File: src/rtl/biriscv_fetch_frontend_pkg.sv
// Shared definitions for the dual-issue fetch front end: privilege encoding,
// filler instruction and the layout of one fetch entry handed to decode.
package biriscv_defs;

  localparam logic [1:0]  PRIV_MACHINE = 2'b11;
  localparam logic [31:0] NOP_INSTR    = 32'h00000013;

  localparam int INSTR_W = 64;
  localparam int PC_W    = 32;
  localparam int PRED_W  = 2;
  localparam int FAULT_W = 2;
  localparam int ENTRY_W = INSTR_W + PC_W + PRED_W + FAULT_W;

  // One instruction pair as seen by decode (100 bits).
  typedef struct packed {
    logic [INSTR_W-1:0] instr;
    logic [PC_W-1:0]    pc;
    logic [PRED_W-1:0]  pred;
    logic               fault_fetch;
    logic               fault_page;
  } fetch_entry_t;

  typedef enum logic {
    ST_IDLE = 1'b0,
    ST_WAIT = 1'b1
  } fetch_state_t;

endpackage

File: src/rtl/biriscv_fetch_skid.sv
// One-entry skid buffer holding a cache response while decode back-pressures.
// Flush wins over push; push wins over pop.
module biriscv_fetch_skid
  import biriscv_defs::*;
(
  input  logic               clk_i,
  input  logic               rst_i,
  input  logic               flush_i,
  input  logic               push_i,
  input  logic [ENTRY_W-1:0] push_entry_i,
  input  logic               pop_i,
  output logic               valid_o,
  output logic [ENTRY_W-1:0] entry_o
);

  logic               valid_q, valid_d;
  logic [ENTRY_W-1:0] entry_q, entry_d;

  // Next occupancy and stored entry.
  always_comb begin
    valid_d = valid_q;
    entry_d = entry_q;
    if (flush_i) begin
      valid_d = 1'b0;
    end else if (push_i) begin
      valid_d = 1'b1;
      entry_d = push_entry_i;
    end else if (pop_i) begin
      valid_d = 1'b0;
    end
  end

  // Buffer registers.
  always_ff @(posedge clk_i) begin
    if (rst_i) begin
      valid_q <= 1'b0;
      entry_q <= '0;
    end else begin
      valid_q <= valid_d;
      entry_q <= entry_d;
    end
  end

  assign valid_o = valid_q;
  assign entry_o = entry_q;

endmodule

File: src/rtl/biriscv_fetch_frontend.sv
// Dual-issue fetch stage: owns the fetch PC, issues 64-bit aligned cache reads,
// forwards responses to decode with zero added latency and parks one response
// in a skid buffer while decode stalls. Branches redirect immediately and any
// response belonging to the old path is dropped.
module biriscv_fetch_frontend
  import biriscv_defs::*;
#(
  parameter logic [31:0] BOOT_VECTOR = 32'h80000000
) (
  input  logic        clk_i,
  input  logic        rst_i,
  input  logic        branch_request_i,
  input  logic [31:0] branch_pc_i,
  input  logic [1:0]  branch_priv_i,
  input  logic [31:0] next_pc_f_i,
  input  logic [1:0]  next_taken_f_i,
  input  logic        icache_accept_i,
  input  logic        icache_valid_i,
  input  logic        icache_error_i,
  input  logic        icache_page_fault_i,
  input  logic [63:0] icache_inst_i,
  input  logic        fetch_accept_i,
  output logic        icache_rd_o,
  output logic [31:0] icache_pc_o,
  output logic [1:0]  icache_priv_o,
  output logic [31:0] pc_f_o,
  output logic        pc_accept_o,
  output logic        fetch_valid_o,
  output logic [63:0] fetch_instr_o,
  output logic [31:0] fetch_pc_o,
  output logic [1:0]  fetch_pred_branch_o,
  output logic        fetch_fault_fetch_o,
  output logic        fetch_fault_page_o
);

  fetch_state_t state_q, state_d;
  logic [31:0]  pc_f_q, pc_f_d;
  logic [1:0]   priv_q, priv_d;
  logic [31:0]  req_pc_q, req_pc_d;
  logic [1:0]   req_pred_q, req_pred_d;
  logic         drop_q, drop_d;

  logic         skid_valid;
  fetch_entry_t skid_entry;
  fetch_entry_t live_entry;
  fetch_entry_t out_entry;
  logic         resp_live;
  logic         skid_push;
  logic         skid_pop;

  // A new read may go out only when nothing is outstanding and the skid is
  // empty or being drained this cycle, so at most one response is uncommitted.
  assign icache_rd_o = ~rst_i & (state_q == ST_IDLE) & (~skid_valid | fetch_accept_i);
  assign pc_accept_o = icache_rd_o & icache_accept_i;
  assign icache_pc_o = {pc_f_q[31:3], 3'b000};
  assign icache_priv_o = priv_q;
  assign pc_f_o = pc_f_q;

  // A response is live only if it belongs to the current path.
  assign resp_live = icache_valid_i & (state_q == ST_WAIT) & ~drop_q & ~branch_request_i;

  // Shape the raw cache response into a decode entry.
  always_comb begin
    live_entry             = '0;
    live_entry.instr       = icache_inst_i;
    live_entry.pc          = req_pc_q;
    live_entry.pred        = req_pred_q;
    live_entry.fault_fetch = icache_error_i;
    live_entry.fault_page  = icache_page_fault_i;
    if (req_pc_q[2]) begin
      live_entry.instr[31:0] = NOP_INSTR;
    end
    if (icache_error_i | icache_page_fault_i) begin
      live_entry.instr = '0;
    end
  end

  // The parked entry is older than any live response, so it goes first.
  assign fetch_valid_o = ~rst_i & ~branch_request_i & (skid_valid | resp_live);
  assign out_entry = fetch_valid_o ? (skid_valid ? skid_entry : live_entry) : '0;

  assign fetch_instr_o       = out_entry.instr;
  assign fetch_pc_o          = out_entry.pc;
  assign fetch_pred_branch_o = out_entry.pred;
  assign fetch_fault_fetch_o = out_entry.fault_fetch;
  assign fetch_fault_page_o  = out_entry.fault_page;

  assign skid_push = resp_live & ~fetch_accept_i;
  assign skid_pop  = skid_valid & fetch_accept_i;

  biriscv_fetch_skid u_skid (
    .clk_i        (clk_i),
    .rst_i        (rst_i),
    .flush_i      (branch_request_i),
    .push_i       (skid_push),
    .push_entry_i (live_entry),
    .pop_i        (skid_pop),
    .valid_o      (skid_valid),
    .entry_o      (skid_entry)
  );

  // Next-state: request tracking, PC advance, redirect and drop bookkeeping.
  always_comb begin
    state_d    = state_q;
    pc_f_d     = pc_f_q;
    priv_d     = priv_q;
    req_pc_d   = req_pc_q;
    req_pred_d = req_pred_q;
    drop_d     = drop_q;

    if (pc_accept_o) begin
      req_pc_d   = pc_f_q;
      req_pred_d = next_taken_f_i;
      pc_f_d     = next_pc_f_i;
      state_d    = ST_WAIT;
    end

    if ((state_q == ST_WAIT) && icache_valid_i) begin
      state_d = ST_IDLE;
      drop_d  = 1'b0;
    end

    // Redirect overrides the predictor; whatever is in flight (or just
    // accepted) belongs to the old path and must be swallowed.
    if (branch_request_i) begin
      pc_f_d = branch_pc_i;
      priv_d = branch_priv_i;
      drop_d = pc_accept_o | ((state_q == ST_WAIT) & ~icache_valid_i);
    end
  end

  // State registers.
  always_ff @(posedge clk_i) begin
    if (rst_i) begin
      state_q    <= ST_IDLE;
      pc_f_q     <= BOOT_VECTOR;
      priv_q     <= PRIV_MACHINE;
      req_pc_q   <= '0;
      req_pred_q <= '0;
      drop_q     <= 1'b0;
    end else begin
      state_q    <= state_d;
      pc_f_q     <= pc_f_d;
      priv_q     <= priv_d;
      req_pc_q   <= req_pc_d;
      req_pred_q <= req_pred_d;
      drop_q     <= drop_d;
    end
  end

  // A response with nothing outstanding is a cache protocol violation.
  a_no_resp_when_idle: assert property (
    @(posedge clk_i) disable iff (rst_i) !(icache_valid_i && (state_q == ST_IDLE))
  );

endmodule

File: config.mk
export PLATFORM = sky130hd
export DESIGN_NAME = biriscv_fetch_frontend
export DESIGN_NICKNAME = d
export VERILOG_FILES = /design/src/rtl/biriscv_fetch_frontend_pkg.sv /design/src/rtl/biriscv_fetch_skid.sv /design/src/rtl/biriscv_fetch_frontend.sv
export SDC_FILE = /design/constraint.sdc
export NUM_CORES = 1
export LEC_CHECK = 0
export ABC_AREA = 1
export BUFFER_PORTS_ARGS = -buffer_cell sky130_fd_sc_hd__buf_2
export CAP_MARGIN = 20
export CORE_ASPECT_RATIO = 1.1
export CORE_MARGIN = 10
export CORE_UTILIZATION = 25
export CTS_BUF_LIST = sky130_fd_sc_hd__clkbuf_4
export DETAILED_ROUTE_END_ITERATION = 8
export HOLD_SLACK_MARGIN = 0.15
export RECOVER_POWER = 50
export SYNTH_ARGS = -nofsm -noshare
export SYNTH_HDL_FRONTEND = slang
export SYNTH_SLANG_ARGS = --single-unit
File: constraint.sdc
create_clock -name clk_i -period 2.6 [get_ports clk_i]
set_input_delay 0.52 -clock clk_i [delete_from_list [all_inputs] [get_ports clk_i]]
set_output_delay 0.52 -clock clk_i [all_outputs]
set_load 0.005 [all_outputs]
## After elaboration in Yosys (flattened, before gate mapping)

Cells that the tools add are included.
Widths: inputs -> output; s select.

- Bitwise logic cells: 22
- Reduce and logical (&&, ||, !) cells: 7
- Muxes and demuxes: 10

Operator list:

| operator | count |
|---|---|
| $mux 100 | 2 |
| $mux 32 | 3 |
| $mux 64 | 1 |
| $and 1x1->1 | 11 |
| $not 1->1 | 7 |
| $reduce_bool 2->1 | 3 |
| $mux 1 | 4 |
| $or 1x1->1 | 4 |
| $reduce_or 2->1 | 2 |
| $reduce_and 2->1 | 1 |
| $logic_and 1x1->1 | 1 |

- Word-level logic and storage cells: 47
- Register bits after elaboration: 171

## Logic depth before layout (Yosys ltp)

Gate-level depths: netlist (run 1).

- Word-level depth: 6
- Depth in mapped cells: 8
- Gate-level depth less buffers: 6

## Hierarchy

Synthesis (run 1) repeated with hierarchy kept, for this count alone.

- Cell total of the unflattened synthesis: 1587
- Area, all modules: 9479.1 µm²

Modules (own cells, without submodules):

| module | cells an instance | times used | area an instance (µm²) |
|---|---|---|---|
| biriscv_fetch_frontend | 935 | 1 | 5188.7 |
| biriscv_fetch_skid | 652 | 1 | 4290.4 |

## Worst setup path before layout (run 1)

Ideal clock, no wire load.

- Path type: input-to-output
- Start point: input port rst_i
- End point: output port fetch_instr_o[0]
- Slack: 0.821 ns
- Cell stages on the path: 6
- Data arrival time: 1.259 ns
- Path through: buf_2 > inv_1 > nand3_2 > buf_6 > buf_6 > a21oi_2

- Word-level cells in the longest chain between the ends: 4

RTL lines:

| what | RTL line | source |
|---|---|---|
| start: declaration | biriscv_fetch_frontend.sv:11 | `input logic rst_i,` |
| $not 1->1 | biriscv_fetch_frontend.sv:79 | `assign fetch_valid_o = ~rst_i & ~branch_request_i & (skid_valid \| resp_live);` |
| $and 1x1->1 (2 in series) | biriscv_fetch_frontend.sv:79 |  |
| $mux 100 | biriscv_fetch_frontend.sv:80 | `assign out_entry = fetch_valid_o ? (skid_valid ? skid_entry : live_entry) : '0;` |
| end: declaration | biriscv_fetch_frontend.sv:29 | `output logic [63:0] fetch_instr_o,` |

Every way passes these cells.

## Final worst setup path (run 1)

- Start point: register state_q
- End point: output port fetch_instr_o[12]

- Word-level cells in the longest chain between the ends: 6

RTL lines:

| what | RTL line | source |
|---|---|---|
| start: declaration | biriscv_fetch_frontend.sv:36 | `fetch_state_t state_q, state_d;` |
| start signal: assignment | biriscv_fetch_frontend.sv:142 | `state_q <= state_d;` |
| $and 1x1->1 (3 in series) | biriscv_fetch_frontend.sv:60 | `assign resp_live = icache_valid_i & (state_q == ST_WAIT) & ~drop_q & ~branch_request_i;` |
| $or 1x1->1 | biriscv_fetch_frontend.sv:79 |  |
| $and 1x1->1 | biriscv_fetch_frontend.sv:79 |  |
| $mux 100 | biriscv_fetch_frontend.sv:80 |  |

Every way passes these cells.

==> results of run 1 <==
flip-flops by register name, summed over array words and instances (netlist names):
signal and cells:
drop_q 1, icache_priv_o 2, pc_f_o 32, req_pc_q 32, req_pred_q 2, state_q 1
u_skid.entry_o 100, u_skid.valid_o 1
per-layer routing:
| layer | vias up | global-route usage | routed length [um] |
|---|---|---|---|
| li1 | 4777 | - | - |
| met1 | 4355 | 0.1758 | 15250 |
| met2 | 302 | 0.2534 | 16300 |
| met3 | 17 | 0.03447 | 1937 |
| met4 | 0 | 0.03410 | 328 |
| met5 | - | 0 | 0 |
worst max-delay path, stage by stage, from the launching register on:
cell,delay (ns)
dfxtp_2,0.38
nand2_2,0.06
inv_2,0.06
nand2_2,0.06
nand2_4,0.09
nand3_4,0.13
buf_4,0.18
buf_12,0.15
a21oi_2,0.14
buf_2,0.14
repair_timing:
action,4_1_cts,5_1_grt
cloned,4,7
pin swaps,1,2
hold buffers,17,0
endpoints found under the hold margin,16,0
resized for setup,10,26
endpoints found under the setup margin,92,83
setup buffers,1,6
kinds of logic (layout without fill, tap and decap cells):
family,Yosys count,after routing
other,1,7
and+or+nand+nor,743,744
AOI/OAI and AO/OA,269,269
DFF,171,171
buffers and inverters,183,442
final cells by class:
type | count | share of cell area
Antenna cell | 4 | 0.0008766
Clock inverter | 15 | 0.01315
Multi-Input combinational cell | 1016 | 0.4071
Timing Repair Buffer | 365 | 0.1994
Tap cell | 481 | 0.05271
Inverter | 45 | 0.01523
Clock buffer | 17 | 0.01118
Sequential cell | 171 | 0.3003
power by group:
| part | internal (mW) | total (mW) | switching (mW) |
|---|---|---|---|
| logic | 0.259 | 0.657 | 0.399 |
| clock network | 0.437 | 1.59 | 1.16 |
| registers | 2.68 | 2.74 | 0.0599 |
| total | 3.38 | 4.99 | 1.61 |
cells in the final DEF (no fill, tap or decap), drive strengths merged, types with 4 or more instances in the layout:
cell type / instances
nand2: 627
buf: 311
clkinv: 5
nor2: 77
diode: 4
a21oi: 266
dlygate4sd3: 17
inv: 54
nand3: 40
dfxtp: 171
clkbuf: 54
worst max-delay path by stage:
| stage | from | endpoint | slack (ns) | depth (start not counted) |
|---|---|---|---|---|
| CTS | u_skid.valid_o$_SDFFE_PN0P_ | fetch_pc_o[5] | -0.08 | 5 |
| floorplan | rst_i | fetch_instr_o[0] | 0.82 | 6 |
| global route | u_skid.valid_o$_SDFFE_PN0P_ | fetch_pc_o[5] | -0.08 | 5 |
| detailed placement | icache_error_i | fetch_instr_o[6] | 0.33 | 8 |
| global placement | icache_error_i | fetch_instr_o[6] | 0.36 | 8 |
| finish | state_q$_SDFFE_PP0P_ | fetch_instr_o[12] | 0.09 | 9 |
through the flow:
step	hold WS, ns	total power, mW	setup TNS (ns)	cell area (um2)
2_1_floorplan	0.4445	3.169	0	8951
3_3_place_gp	0.4408	3.420	0	10560
3_5_place_dp	0.4463	3.423	0	10560
4_1_cts	0.1503	5.102	-0.8169	11170
5_1_grt	0.1809	5.278	-1.463	11410
6_report	0.2463	4.991	0	11420
==> flow_metrics.env, run 1 <==
export IMPL_status="completed"
export IMPL_gp_congestion=0.7808
export IMPL_core_mm2=0.03522
export IMPL_design_die_area_mm2=0.04375
export IMPL_p_per_area_mw_per_mm2=437.1
export IMPL_die_w_um=200.3
export IMPL_synthCells=1367
export IMPL_synthFlopType="dfxtp_1"
export IMPL_synth_top_family_by_area="simple AND/OR/NAND/NOR gates"
export IMPL_post_synth_top_count_cell="nand2_1"
export IMPL_drc_errors=0
export IMPL_min_path_cells=5
export IMPL_grt_pass1_wl_um=51530
export IMPL_cp_data_arrival_time_ns=1.99
export IMPL_clkSinkCount=171
export IMPL_drt_iter0_markers=483
export IMPL_clk_pin_slew_ns=0.18
export IMPL_fin_crit_ns=2.506
export IMPL_start_util=0.2539
export IMPL_grt_antenna_before_repair=3
export IMPL_fin_crit_sh=0.9640
export IMPL_clockRootBuffer="clkbuf_4"
export IMPL_insertion_delay_ns=0.59
export IMPL_hold_viol=0
export IMPL_max_cap_violations=0
export IMPL_layout_drive_gt1_share=0.2756
export IMPL_vias=9451
export IMPL_drtPass1Iterations=4
export IMPL_instances_no_fill=2114
export IMPL_ir_worst_vdd_mv=0.1871
export IMPL_ant_nets=0
export IMPL_yosys_cell_types_count=19
export IMPL_whs_endpoint="pc_f_o[27]$_SDFFE_PP0P_"
export IMPL_synthTopCellsByCount="627 x nand2_1, 186 x a21oi_1, 171 x dfxtp_1"
export IMPL_hold_path_startpoint="next_pc_f_i[27]"
export IMPL_yosysWarningCount=0
export IMPL_finalSetupViolCount=0
export IMPL_cts_tree="built"
export IMPL_synth_compound_area_frac=0.1842
export IMPL_htree_levels=4
export IMPL_fill_cells=3819
export IMPL_synth_seq_cells=171
export IMPL_area_growth_pct=27.67
export IMPL_synth_edff_count=0
export IMPL_slew_headroom=0.1358
export IMPL_worst_slew_pin_slew_ns=1.296
export IMPL_nets=1756
export IMPL_hp_class="in2reg"
export IMPL_grt_use_total=0.1448
export IMPL_wl_um=33810
export IMPL_rows=72
export IMPL_r2r_setup_slack_ns=0.30
export IMPL_numCtsBuffers=17
export IMPL_worst_slack_ns=0.09370
export IMPL_final_core_util=0.3242
export IMPL_place_ws_ns=0.3321
export IMPL_fin_worst_skew_ns=0.02855
export IMPL_synthSimpleGateAreaFrac=0.3193
export IMPL_hpwl_um=22210
export IMPL_reg2reg_depth=8
export IMPL_reg2reg_from="state_q$_SDFFE_PP0P_"
export IMPL_timing_worst_setup_path_type="reg2out"
export IMPL_critPathLaunchType="flop"
export IMPL_grt_ovfl_total=0
export IMPL_yosys_area_share_adder=0
export IMPL_synth_xor_area_share=0
export IMPL_synth_top_area_cell="dfxtp_1"
export IMPL_syn_area_per_cell_um2=6.542
export IMPL_synth_area_mm2=0.008944
export IMPL_grt_pass1_vias=9431
export IMPL_synth_mux_area_frac=0
export IMPL_die_h_um=218.4
export IMPL_viasPerCell=4.471
export IMPL_wl_per_cell_um=16.00
export IMPL_fmax_ghz=0.3990
export IMPL_cts_buffer_depth=2
export IMPL_r2r_end="pc_f_o[31]$_SDFFE_PP1P_"
export IMPL_port_buffers=305
export IMPL_ioPinCount=309
export IMPL_worstPathRequired_ns=2.08
export IMPL_multi_input_area_mm2=0.004648
export IMPL_endpoint_kind="output port"
export IMPL_synth_area_leaders="dfxtp_1 38%, nand2_1 26%, a21oi_1 10%, a21oi_2 7.8%, buf_4 4.2%"
export IMPL_yosysTopAreaCellShare=0.3828
export IMPL_numPlacedInstances=2043
export IMPL_grt_max_degree=101
export IMPL_slew_viol_final=0
export IMPL_seqCellArea_mm2=0.003430
export IMPL_rsz0062_at_grt="yes"
export IMPL_async_flop_share=0
export IMPL_crit_fanout=14
export IMPL_synth_yosys_seq_area_share=0.3828
export IMPL_p_leak_nw=4.661
(Power assumes the default switching activity.)
==> run 2: changes to the inputs <==
ABC_AREA = unset   (was 1)
==> run 2 against run 1 <==
Against the previous run: the flow now finishes with violations (negative setup slack); count of clock-buffer cells in the layout unchanged; setup slack got worse by 0.12 ns; synthesized cell count decreased by 11%; routed wire length increased by 16%; utilization increased by 4.3 points; register-to-register slack got worse by 0.13 ns; combinational power increased by 55%; design area increased by 17%; sequential share of layout area decreased by 4.2 points; highest routed layer unchanged.
==> flow_metrics.env, run 2 <==
export IMPL_viasPerCell=5.235
export IMPL_ir_worst_vdd_mv=0.2867
export IMPL_reg2reg_depth=6
export IMPL_clk_pin_slew_ns=0.16
export IMPL_p_per_area_mw_per_mm2=403.5
export IMPL_die_w_um=203.0
export IMPL_synth_area_mm2=0.009209
export IMPL_reg2reg_from="drop_q$_SDFFE_PP0P_"
export IMPL_finalSetupViolCount=9
export IMPL_final_common_cell="buf_2"
export IMPL_synth_area_leaders="dfxtp_1 37%, a21oi_1 13%, nand4_1 8.6%, nand3b_1 5.1%, buf_2 3.9%"
export IMPL_numCtsBuffers=17
export IMPL_endpoint="fetch_instr_o[46]"
export IMPL_sw_frac_of_total=0.3370
export IMPL_hp_class="in2reg"
export IMPL_synthTopCellsByCount="230 x a21oi_1, 171 x dfxtp_1, 126 x nand4_1"
export IMPL_rsz0062_at_grt="yes"
export IMPL_grt_ovfl_total=0
export IMPL_htree_levels=4
export IMPL_rows=73
export IMPL_fmax_ghz=0.3803
export IMPL_nets=1657
export IMPL_synth_xor_area_share=0
export IMPL_yosys_area_share_adder=0
export IMPL_vias=10560
export IMPL_intPower_mw=3.559
export IMPL_ioPinCount=309
export IMPL_insertion_delay_ns=0.66
export IMPL_synth_compound_area_frac=0.2455
export IMPL_synth_top_area_cell="dfxtp_1"
export IMPL_syn_area_per_cell_um2=7.611
export IMPL_max_cap_violations=0
export IMPL_violations="negative setup slack"
export IMPL_worstPathRequired_ns=2.08
export IMPL_worst_slew_pin_slew_ns=1.331
export IMPL_r2r_setup_slack_ns=0.17
export IMPL_cp_top_family="buffers and inverters"
export IMPL_yosysTopAreaCellShare=0.3717
export IMPL_r2r_end="u_skid.entry_o[72]$_SDFFE_PP0P_"
export IMPL_start_util=0.2540
export IMPL_setup_tns_ns=-0.1031
export IMPL_core_mm2=0.03626
export IMPL_clkSinkCount=171
export IMPL_cp_data_arrival_time_ns=2.11
export IMPL_async_flop_share=0
export IMPL_slew_headroom=0.1130
export IMPL_numPlacedInstances=1850
export IMPL_synthCells=1210
export IMPL_hold_viol=0
export IMPL_grt_pass1_wl_um=58590
export IMPL_hpwl_um=22510
export IMPL_final_core_util=0.3669
export IMPL_critPathLaunchType="flop"
export IMPL_gp_congestion=0.7985
export IMPL_worstPathCellList="and3b_4 > o21ai_4 > buf_12 > buf_16 > buf_16 > a21oi_2 > buf_2"
export IMPL_worst_slack_ns=-0.02946
export IMPL_endpoint_kind="output port"
export IMPL_clock_power_share=0.295
export IMPL_wl_um=39300
export IMPL_fin_worst_skew_ns=0.03194
export IMPL_grt_antenna_before_repair=1
export IMPL_post_synth_top_count_cell="a21oi_1"
export IMPL_path_buf_inv=4
export IMPL_p_leak_nw=4.955
export IMPL_grt_use_total=0.1593
export IMPL_crit_fanout=8
export IMPL_postLayoutCellArea_mm2=0.01330
export IMPL_placed_area_mm2=0.01081
export IMPL_area_growth_pct=44.47
export IMPL_drt_iter0_markers=806
export IMPL_wl_per_cell_um=19.48
export IMPL_yosysWarningCount=0
export IMPL_synth_edff_count=0
export IMPL_cp_startpoint="drop_q$_SDFFE_PP0P_"
export IMPL_grt_pass1_vias=10100
export IMPL_synthFlopType="dfxtp_1"
export IMPL_synthSimpleGateAreaFrac=0.2299
export IMPL_switchingPower_mw=1.809
export IMPL_comb_power_share=0.189
export IMPL_drc_errors=0
export IMPL_min_path_cells=4
export IMPL_die_h_um=221.3
export IMPL_port_buffers=305
export IMPL_fin_crit_sh=1.011
export IMPL_final_cell_mix="298 x buf_2, 167 x a21oi_1, 167 x dfxtp_1, 126 x nand4_1, 99 x dlygate4sd3_1"
export IMPL_timing_worst_setup_path_type="reg2out"
export IMPL_ant_nets=0
export IMPL_synth_mux_area_frac=0.03913
export IMPL_p_seq_frac=0.516
export IMPL_clockRootBuffer="clkbuf_4"
export IMPL_largest_register_ffs=100
export IMPL_instances_no_fill=2018
export IMPL_worst_path_stages=7
export IMPL_cp_common_cell="buf_16"
export IMPL_grt_max_degree=101
export IMPL_drtPass1Iterations=6
export IMPL_slew_viol_final=0
export IMPL_slowest_delay_ns=0.35
export IMPL_synth_top_family_by_area="compound AO/OA/AOI/OAI gates"
export IMPL_cts_tree="built"
export IMPL_synth_seq_cells=171
export IMPL_fin_crit_ns=2.629
export IMPL_design_die_area_mm2=0.04492
export IMPL_layout_drive_gt1_share=0.3281
export IMPL_p_total_mw=5.368
export IMPL_synth_yosys_seq_area_share=0.3717
export IMPL_status="finished, violations left"
export IMPL_critical_path_slowest_cell="dfxtp_2"
export IMPL_yosys_cell_types_count=34
export IMPL_cts_buffer_depth=2
run 2: worst min-delay path by stage:
stage | from | endpoint | slack, ns
2_1_floorplan | u_skid.entry_o[0]$_SDFFE_PP0P_ | u_skid.entry_o[0]$_SDFFE_PP0P_ | 0.45
3_3_place_gp | u_skid.entry_o[50]$_SDFFE_PP0P_ | u_skid.entry_o[50]$_SDFFE_PP0P_ | 0.46
3_5_place_dp | u_skid.entry_o[51]$_SDFFE_PP0P_ | u_skid.entry_o[51]$_SDFFE_PP0P_ | 0.47
4_1_cts | branch_pc_i[27] | pc_f_o[27]$_SDFFE_PP0P_ | 0.15
5_1_grt | next_pc_f_i[0] | pc_f_o[0]$_SDFFE_PP0P_ | 0.15
6_report | branch_pc_i[27] | pc_f_o[27]$_SDFFE_PP0P_ | 0.22
run 2: worst min-delay path, cell delays in order:
cell and delay, ns:
buf_2 0.10, inv_1 0.05, a21oi_1 0.06, o311a_1 0.10
run 2: final cells by class:
class | count | area, um2
sequential | 171 | 3436
antenna | 1 | 2.502
timing repair buffer | 468 | 3605
fill | 3663 | 22960
multi-input combinational | 825 | 5233
inverter | 34 | 135.1
clock inverter | 15 | 156.4
tap | 487 | 609.3
clock buffer | 17 | 127.6
run 2: cells by family after synthesis:
logic type / Yosys count
other: 1
AOI/OAI and AO/OA: 401
buffers and inverters: 216
muxes: 36
and+or+nand+nor: 385
DFF: 171
run 2: metrics by stage:
step | setup WS (ns) | hold WS (ns)
global route | -0.1657 | 0.1516
finish | -0.02946 | 0.2216
CTS | -0.09003 | 0.1505
floorplan | 0.7845 | 0.4535
detailed placement | 0.2992 | 0.4667
global placement | 0.2994 | 0.4598
run 2: power by group through the flow:
stage	registers, mW	logic, mW	clock network, mW
3_5_place_dp	2.83	0.777	0
6_report	2.77	1.02	1.58
2_1_floorplan	2.80	0.479	0
4_1_cts	2.77	0.964	1.66
5_1_grt	2.78	1.10	1.77
3_3_place_gp	2.83	0.772	0
run 2: per-layer routing:
layer,global-route usage,wire length (um)
met2,0.2611,18760
met4,0.03431,627
met1,0.2039,17140
met5,0,0
met3,0.04340,2782
run 2: timing repair:
item / in CTS / in global routing
cloned: 10 / 10
pin swaps: 2 / 11
buffers inserted: 12 / 5
endpoints found under the setup margin: 100 / 95
resized for setup: 82 / 67
hold endpoints to repair: 96 / 1
hold buffers: 98 / 1
